## src/rtl/im_loader_pkg.sv

```systemverilog
// Shared state encoding and width helpers for the instruction-memory loader.
package im_loader_pkg;

    typedef enum logic [2:0] {
        COUNT,
        RECV,
        WRITE,
        CHECK,
        DONE,
        ERROR
    } state_t;

    function automatic int bytes_per_word(input int instr_w);
        return (instr_w + 7) / 8;
    endfunction

endpackage

```

## src/rtl/byte_assembler.sv

```systemverilog
// MSB-first byte-to-word assembler used by im_loader.
module byte_assembler
    import im_loader_pkg::*;
#(
    parameter int INSTR_W = 15
) (
    input  logic               clk,
    input  logic               reset,
    input  logic               clear,
    input  logic               shift_en,
    input  logic [7:0]         byte_in,
    output logic [INSTR_W-1:0] word,
    output logic               word_full
);
    localparam int BPW   = bytes_per_word(INSTR_W);
    localparam int CNT_W = (BPW > 1) ? $clog2(BPW) : 1;
    localparam logic [CNT_W-1:0] LAST = CNT_W'(BPW - 1);

    logic [INSTR_W-1:0] word_reg;
    logic [CNT_W-1:0]   byte_cnt;

    // word_full marks the accepted byte that completes the current word
    assign word_full = shift_en && (byte_cnt == LAST);
    assign word      = word_reg;

    // Bits shifted past INSTR_W fall off the top, discarding the unused MSBs of the first byte.
    always_ff @(posedge clk) begin
        if (reset) begin
            word_reg <= '0;
            byte_cnt <= '0;
        end else begin
            if (shift_en) begin
                word_reg <= INSTR_W'({word_reg, byte_in});
            end
            if (clear) begin
                byte_cnt <= '0;
            end else if (shift_en) begin
                byte_cnt <= (byte_cnt == LAST) ? '0 : byte_cnt + CNT_W'(1);
            end
        end
    end

endmodule

```

## src/rtl/im_loader.sv

```systemverilog
// Boot loader: streams a program into instruction memory and holds the CPU in reset until loaded.
// Define IM_LOADER_CHECKSUM_EN to require a trailing XOR checksum byte on every frame.
module im_loader
    import im_loader_pkg::*;
#(
    parameter int INSTR_W = 15,
    parameter int ADDR_W  = 4
) (
    input  logic               clk,
    input  logic               reset,
    input  logic [7:0]         in_data,
    input  logic               in_valid,
    output logic               in_ready,
    input  logic               load_req,
    output logic               im_we,
    output logic [ADDR_W-1:0]  im_addr,
    output logic [INSTR_W-1:0] im_wdata,
    output logic               cpu_reset,
    output logic               done,
    output logic               err
);
    localparam int DEPTH  = 1 << ADDR_W;
    localparam int WCNT_W = ADDR_W + 1;

    state_t            state;
    state_t            next_state;
    logic              accept;
    logic              word_full;
    logic              last_word;
    logic [ADDR_W-1:0] addr;
    logic [WCNT_W-1:0] words_left;
    logic              ready_d;
    logic              we_d;
    logic              cpu_reset_d;
    logic              done_d;
    logic              err_d;
`ifdef IM_LOADER_CHECKSUM_EN
    logic [7:0]        csum;
`endif

    assign accept    = in_valid && in_ready;
    assign last_word = (words_left == WCNT_W'(1));
    assign im_addr   = addr;

    byte_assembler #(
        .INSTR_W(INSTR_W)
    ) u_assembler (
        .clk      (clk),
        .reset    (reset),
        .clear    (accept && (state == COUNT)),
        .shift_en (accept && (state == RECV)),
        .byte_in  (in_data),
        .word     (im_wdata),
        .word_full(word_full)
    );

    // Outputs are registered from next_state so each one changes on the same edge as the state.
    always_ff @(posedge clk) begin
        if (reset) begin
            state     <= COUNT;
            in_ready  <= 1'b1;
            im_we     <= 1'b0;
            cpu_reset <= 1'b1;
            done      <= 1'b0;
            err       <= 1'b0;
        end else begin
            state     <= next_state;
            in_ready  <= ready_d;
            im_we     <= we_d;
            cpu_reset <= cpu_reset_d;
            done      <= done_d;
            err       <= err_d;
        end
    end

    always_comb begin
        next_state = state;
        case (state)
            COUNT: begin
                if (accept) begin
                    next_state = (int'(in_data) > DEPTH) ? ERROR : RECV;
                end
            end
            RECV: begin
                if (word_full) begin
                    next_state = WRITE;
                end
            end
            WRITE: begin
                if (!last_word) begin
                    next_state = RECV;
                end else begin
`ifdef IM_LOADER_CHECKSUM_EN
                    next_state = CHECK;
`else
                    next_state = DONE;
`endif
                end
            end
`ifdef IM_LOADER_CHECKSUM_EN
            CHECK: begin
                if (accept) begin
                    next_state = (in_data == csum) ? DONE : ERROR;
                end
            end
`endif
            DONE, ERROR: begin
                if (load_req) begin
                    next_state = COUNT;
                end
            end
            default: next_state = COUNT;
        endcase
    end

    always_comb begin
        ready_d     = (next_state == COUNT) || (next_state == RECV) || (next_state == CHECK);
        we_d        = (next_state == WRITE);
        cpu_reset_d = (next_state != DONE);
        done_d      = (next_state == DONE);
        err_d       = (next_state == ERROR);
    end

    // A count of 0 means a full memory; the address wraps naturally after the last slot.
    always_ff @(posedge clk) begin
        if (reset) begin
            addr       <= '0;
            words_left <= '0;
        end else if (accept && (state == COUNT)) begin
            addr       <= '0;
            words_left <= (in_data == 8'd0) ? WCNT_W'(DEPTH) : WCNT_W'(in_data);
        end else if (state == WRITE) begin
            addr       <= addr + ADDR_W'(1);
            words_left <= words_left - WCNT_W'(1);
        end
    end

`ifdef IM_LOADER_CHECKSUM_EN
    always_ff @(posedge clk) begin
        if (reset) begin
            csum <= '0;
        end else if (accept && (state == COUNT)) begin
            csum <= in_data;
        end else if (accept && (state == RECV)) begin
            csum <= csum ^ in_data;
        end
    end
`endif

endmodule
```

## config.mk

```make
export PLATFORM = sky130hd
export DESIGN_NAME = im_loader
export DESIGN_NICKNAME = d
export VERILOG_FILES = /design/src/rtl/im_loader_pkg.sv /design/src/rtl/byte_assembler.sv /design/src/rtl/im_loader.sv
export SDC_FILE = /design/constraint.sdc
export NUM_CORES = 1
export LEC_CHECK = 0
export ABC_CLOCK_PERIOD_IN_PS = 1700
export BUFFER_PORTS_ARGS = -buffer_cell sky130_fd_sc_hd__buf_2
export CAP_MARGIN = 20
export CORE_UTILIZATION = 46
export DETAILED_ROUTE_END_ITERATION = 6
export HOLD_SLACK_MARGIN = 0.1
export PLACE_DENSITY_LB_ADDON = 0.1
export SLEW_MARGIN = 20
export SYNTH_ARGS = -nofsm -noshare
export SYNTH_HDL_FRONTEND = slang
export SYNTH_SLANG_ARGS = --single-unit
```

## constraint.sdc

```tcl
create_clock -name clk -period 1.7 [get_ports clk]
set_input_delay 0.17 -clock clk [delete_from_list [all_inputs] [get_ports clk]]
set_output_delay 0.17 -clock clk [all_outputs]
set_load 0.005 [all_outputs]
```

==> impl_results.md <==
- Status: finished, violations left
- Failing checks: design-rule violations
- Async S/R FF share, synth: 0%
- Critical Path Stages: 4
- Kind of critical path: reg2reg
- Layout cells sized above 1: 29.5%
- Clock share of power: 35.5%
- Main synth FF type: dfxtp_1
- Clk root buf: clkbuf_4
- GR Overflow Total: 0
- Max-slew violations: 0
- WL/cell: 12.7 um
- Buf/Inv on CP: 0
- Worst IR drop on VDD: 0.000640 V
- Initial Util: 49.3%
- Clock Path Buffers: 2
- Row cnt: 19
- Pre-antenna DRT Iters: 7
- Routed vias/inst: 5.36
- Die height: 56.9 um
- CTS tree: done
- Area Overhead vs Synth: 27.3%
- Final wirelength: 3.03 mm
- Total number of vias: 1,275
- CP top delay family: simple AND/OR/NAND/NOR gates
- Min cycle time layout: 1.61 ns
- Switching pwr: 417 uW
- Hold Path Stages: 3
- Ys Warns: 0
- Num Clock Sinks: 33
- Setup violators final: 0
- RR Endpoint: words_left[4]
- Max reg flops: 15
- Fin crit share: 94.9%
- DR DRC count: 6
- Crit path max-delay cell type: dfxtp_1
- CP arrival: 1.84 ns
- Post-synthesis cell type count: 36
- Critical Path Source Type: flop
- Num CTS Buffers: 5
- Synth top area cells: dfxtp_1, nand2_1, a21oi_1
- I/O pin count: 36
- Critical path's largest stage delay: 0.43 ns
- Fmax: 0.620 GHz
- Synthesized net count: 174
- Max FO, Critical Path: 7
- Area share of the largest cell type after synthesis: 47.7%
- Tot Pwr: 1700 uW
- Die X: 56.9 um
- Power share of the combinational group: 14.5%
- Initial antenna violation count: 0
- Min-Delay Path Class: in2reg
- Reg power frac: 50.0%
- First-pass GRT wire length: 5.09 mm
- Reg2reg setup slack: 0.09 ns
- DR iter-0 viols: 61
- H-tree levels: 2
- Pwr Density: 963 mW/mm2
- Antenna Cells: 0
- Seq/Total Area, Yosys: 47.7%
- Synth area leader: dfxtp_1
- Die area: 0.00323 mm2
- Core area: 0.00281 mm2
- Worst path required time: 1.93 ns
- Cells on worst reg2reg path: 4
- Slew HR: 72.3%
- Crit end category: flop
- Number of enable flip-flop cells after synthesis: 0
- Sw frac: 24.6%
- Buffers added on ports: 35
- Slew @ Worst Pin: 0.409 ns
- Final HPWL DP: 2.15 mm
- Hold Startpoint: in_data[1]
- CP cell instances: or3b_1, nor4b_4, xor2_1, o221a_2
- Cell-internal power: 1280 uW
- Post-synthesis register bit count: 33
- Filler cell count: 251
- Total global-route track usage: 20.7%
- Fin nets: 221
- Worst-path clk slew: 0.10 ns
- Vias in the first global route: 1,170
- Fin. Hold Viols: 0
- Largest net degree at the start of global routing: 30
- Reg-to-reg startpoint: state[1]
- Hold endpoint: u_assembler.word[1]
- MaxCap Viol Count: 0
- Post-Syn Area: 0.00138 mm2
- ANT nets after route: 0
- Clk_lat worst skew: 0.33 ns
- Syn Area/Cell: 8.70 um2
- Leak: 0.000769 uW
- Routability-driven placement congestion ratio: 0.848
- Setup repair after global routing missed its margin: false
- Synthesized instance count: 159
- Setup TNS: 0 ns
- Clock skew: 0.00670 ns
## repair_timing
action | in CTS | in global routing
setup endpoints to repair | 0 | 2
endpoints found under the hold margin | 4 | 0
hold buffers | 4 | 0
gates resized for setup | 0 | 3
setup buffers | 0 | 0
## synthesized netlist by cell type, types with 2 or more instances
master / n
o221a_2: 2
dfxtp_1: 33
nand2_1: 36
clkbuf_1: 7
o21ai_0: 3
nor2_1: 11
or3b_1: 2
a221oi_1: 2
xor2_1: 3
inv_1: 5
ha_1: 3
a21oi_1: 20
nor3_1: 7
xnor2_1: 2
buf_6: 2
## worst max-delay path by stage
stage	from	end
2_1_floorplan	words_left[0]	cpu_reset
3_3_place_gp	words_left[1]	cpu_reset
3_5_place_dp	words_left[1]	cpu_reset
4_1_cts	words_left[1]	cpu_reset
5_1_grt	state[1]	words_left[4]
6_report	state[1]	words_left[4]
## cell usage in the layout, fill, tap and decap left out, types with 2 or more instances in the layout
master / instances
nand2_1: 36
inv_1: 5
buf_2: 35
o21ai_0: 3
ha_1: 3
clkbuf_4: 5
xor2_1: 3
xnor2_1: 2
nor2_1: 11
buf_4: 10
nor3_1: 7
dfxtp_1: 33
dlygate4sd3_1: 4
o221a_2: 2
a221oi_1: 2
a21oi_1: 20
or3b_1: 2
## tightest hold or removal path, cell delays in order
cell and delay (ns):
buf_2 0.13, nand2_1 0.06, a21oi_1 0.05
## metrics by stage
step | std cells | hold slack [ns] | setup slack (ns) | area (um2) | util (%)
after floorplan | 159 | 0.306 | 0.0886 | 1380 | -
after global placement | 226 | 0.427 | 0.125 | 1620 | 57.9
after detailed placement | 226 | 0.433 | 0.113 | 1620 | 57.9
after CTS | 238 | 0.104 | 0.0703 | 1750 | 62.4
after global routing | 238 | 0.112 | 0.00727 | 1760 | 62.8
final | 238 | 0.112 | 0.0866 | 1760 | 62.8
## layer usage
layer	wire, um	GRT usage [%]	vias up
met3	211	7.60	6
met5	0	0	-
met4	41	7.32	0
met1	1330	23.7	588
li1	-	-	641
met2	1450	35.4	40
## power groups by stage
stage               logic (uW)  registers (uW)  clock network [uW]
detailed placement         234             863                   0
CTS                        242             846                 618
global route               273             854                 651
global placement           229             862                   0
floorplan                  147             859                   0
finish                     246             848                 603
## cells by family after synthesis
group	count (synthesis)	share of synthesized area, %
adder cells (fa/ha/maj)	3	2.71
AND/OR/NAND/NOR	68	24.5
buffers and inverters	14	4.88
XOR/XNOR	5	3.17
multiplexers	1	0.723
flip-flops	33	47.7
AO/OA/AOI/OAI	35	16.3
## layout make-up
cell class / instances / area (um2) / area share (%)
clock buffers: 7 / 55.1 / 3.12
repair buffers: 49 / 290 / 16.5
inverters: 5 / 18.8 / 1.07
multi-input cells: 112 / 668 / 37.9
flip-flops and latches: 33 / 661 / 37.5
clock inverters: 1 / 30.0 / 1.70
well taps: 31 / 38.8 / 2.20
No activity file was read; power rests on OpenSTA's default activity.
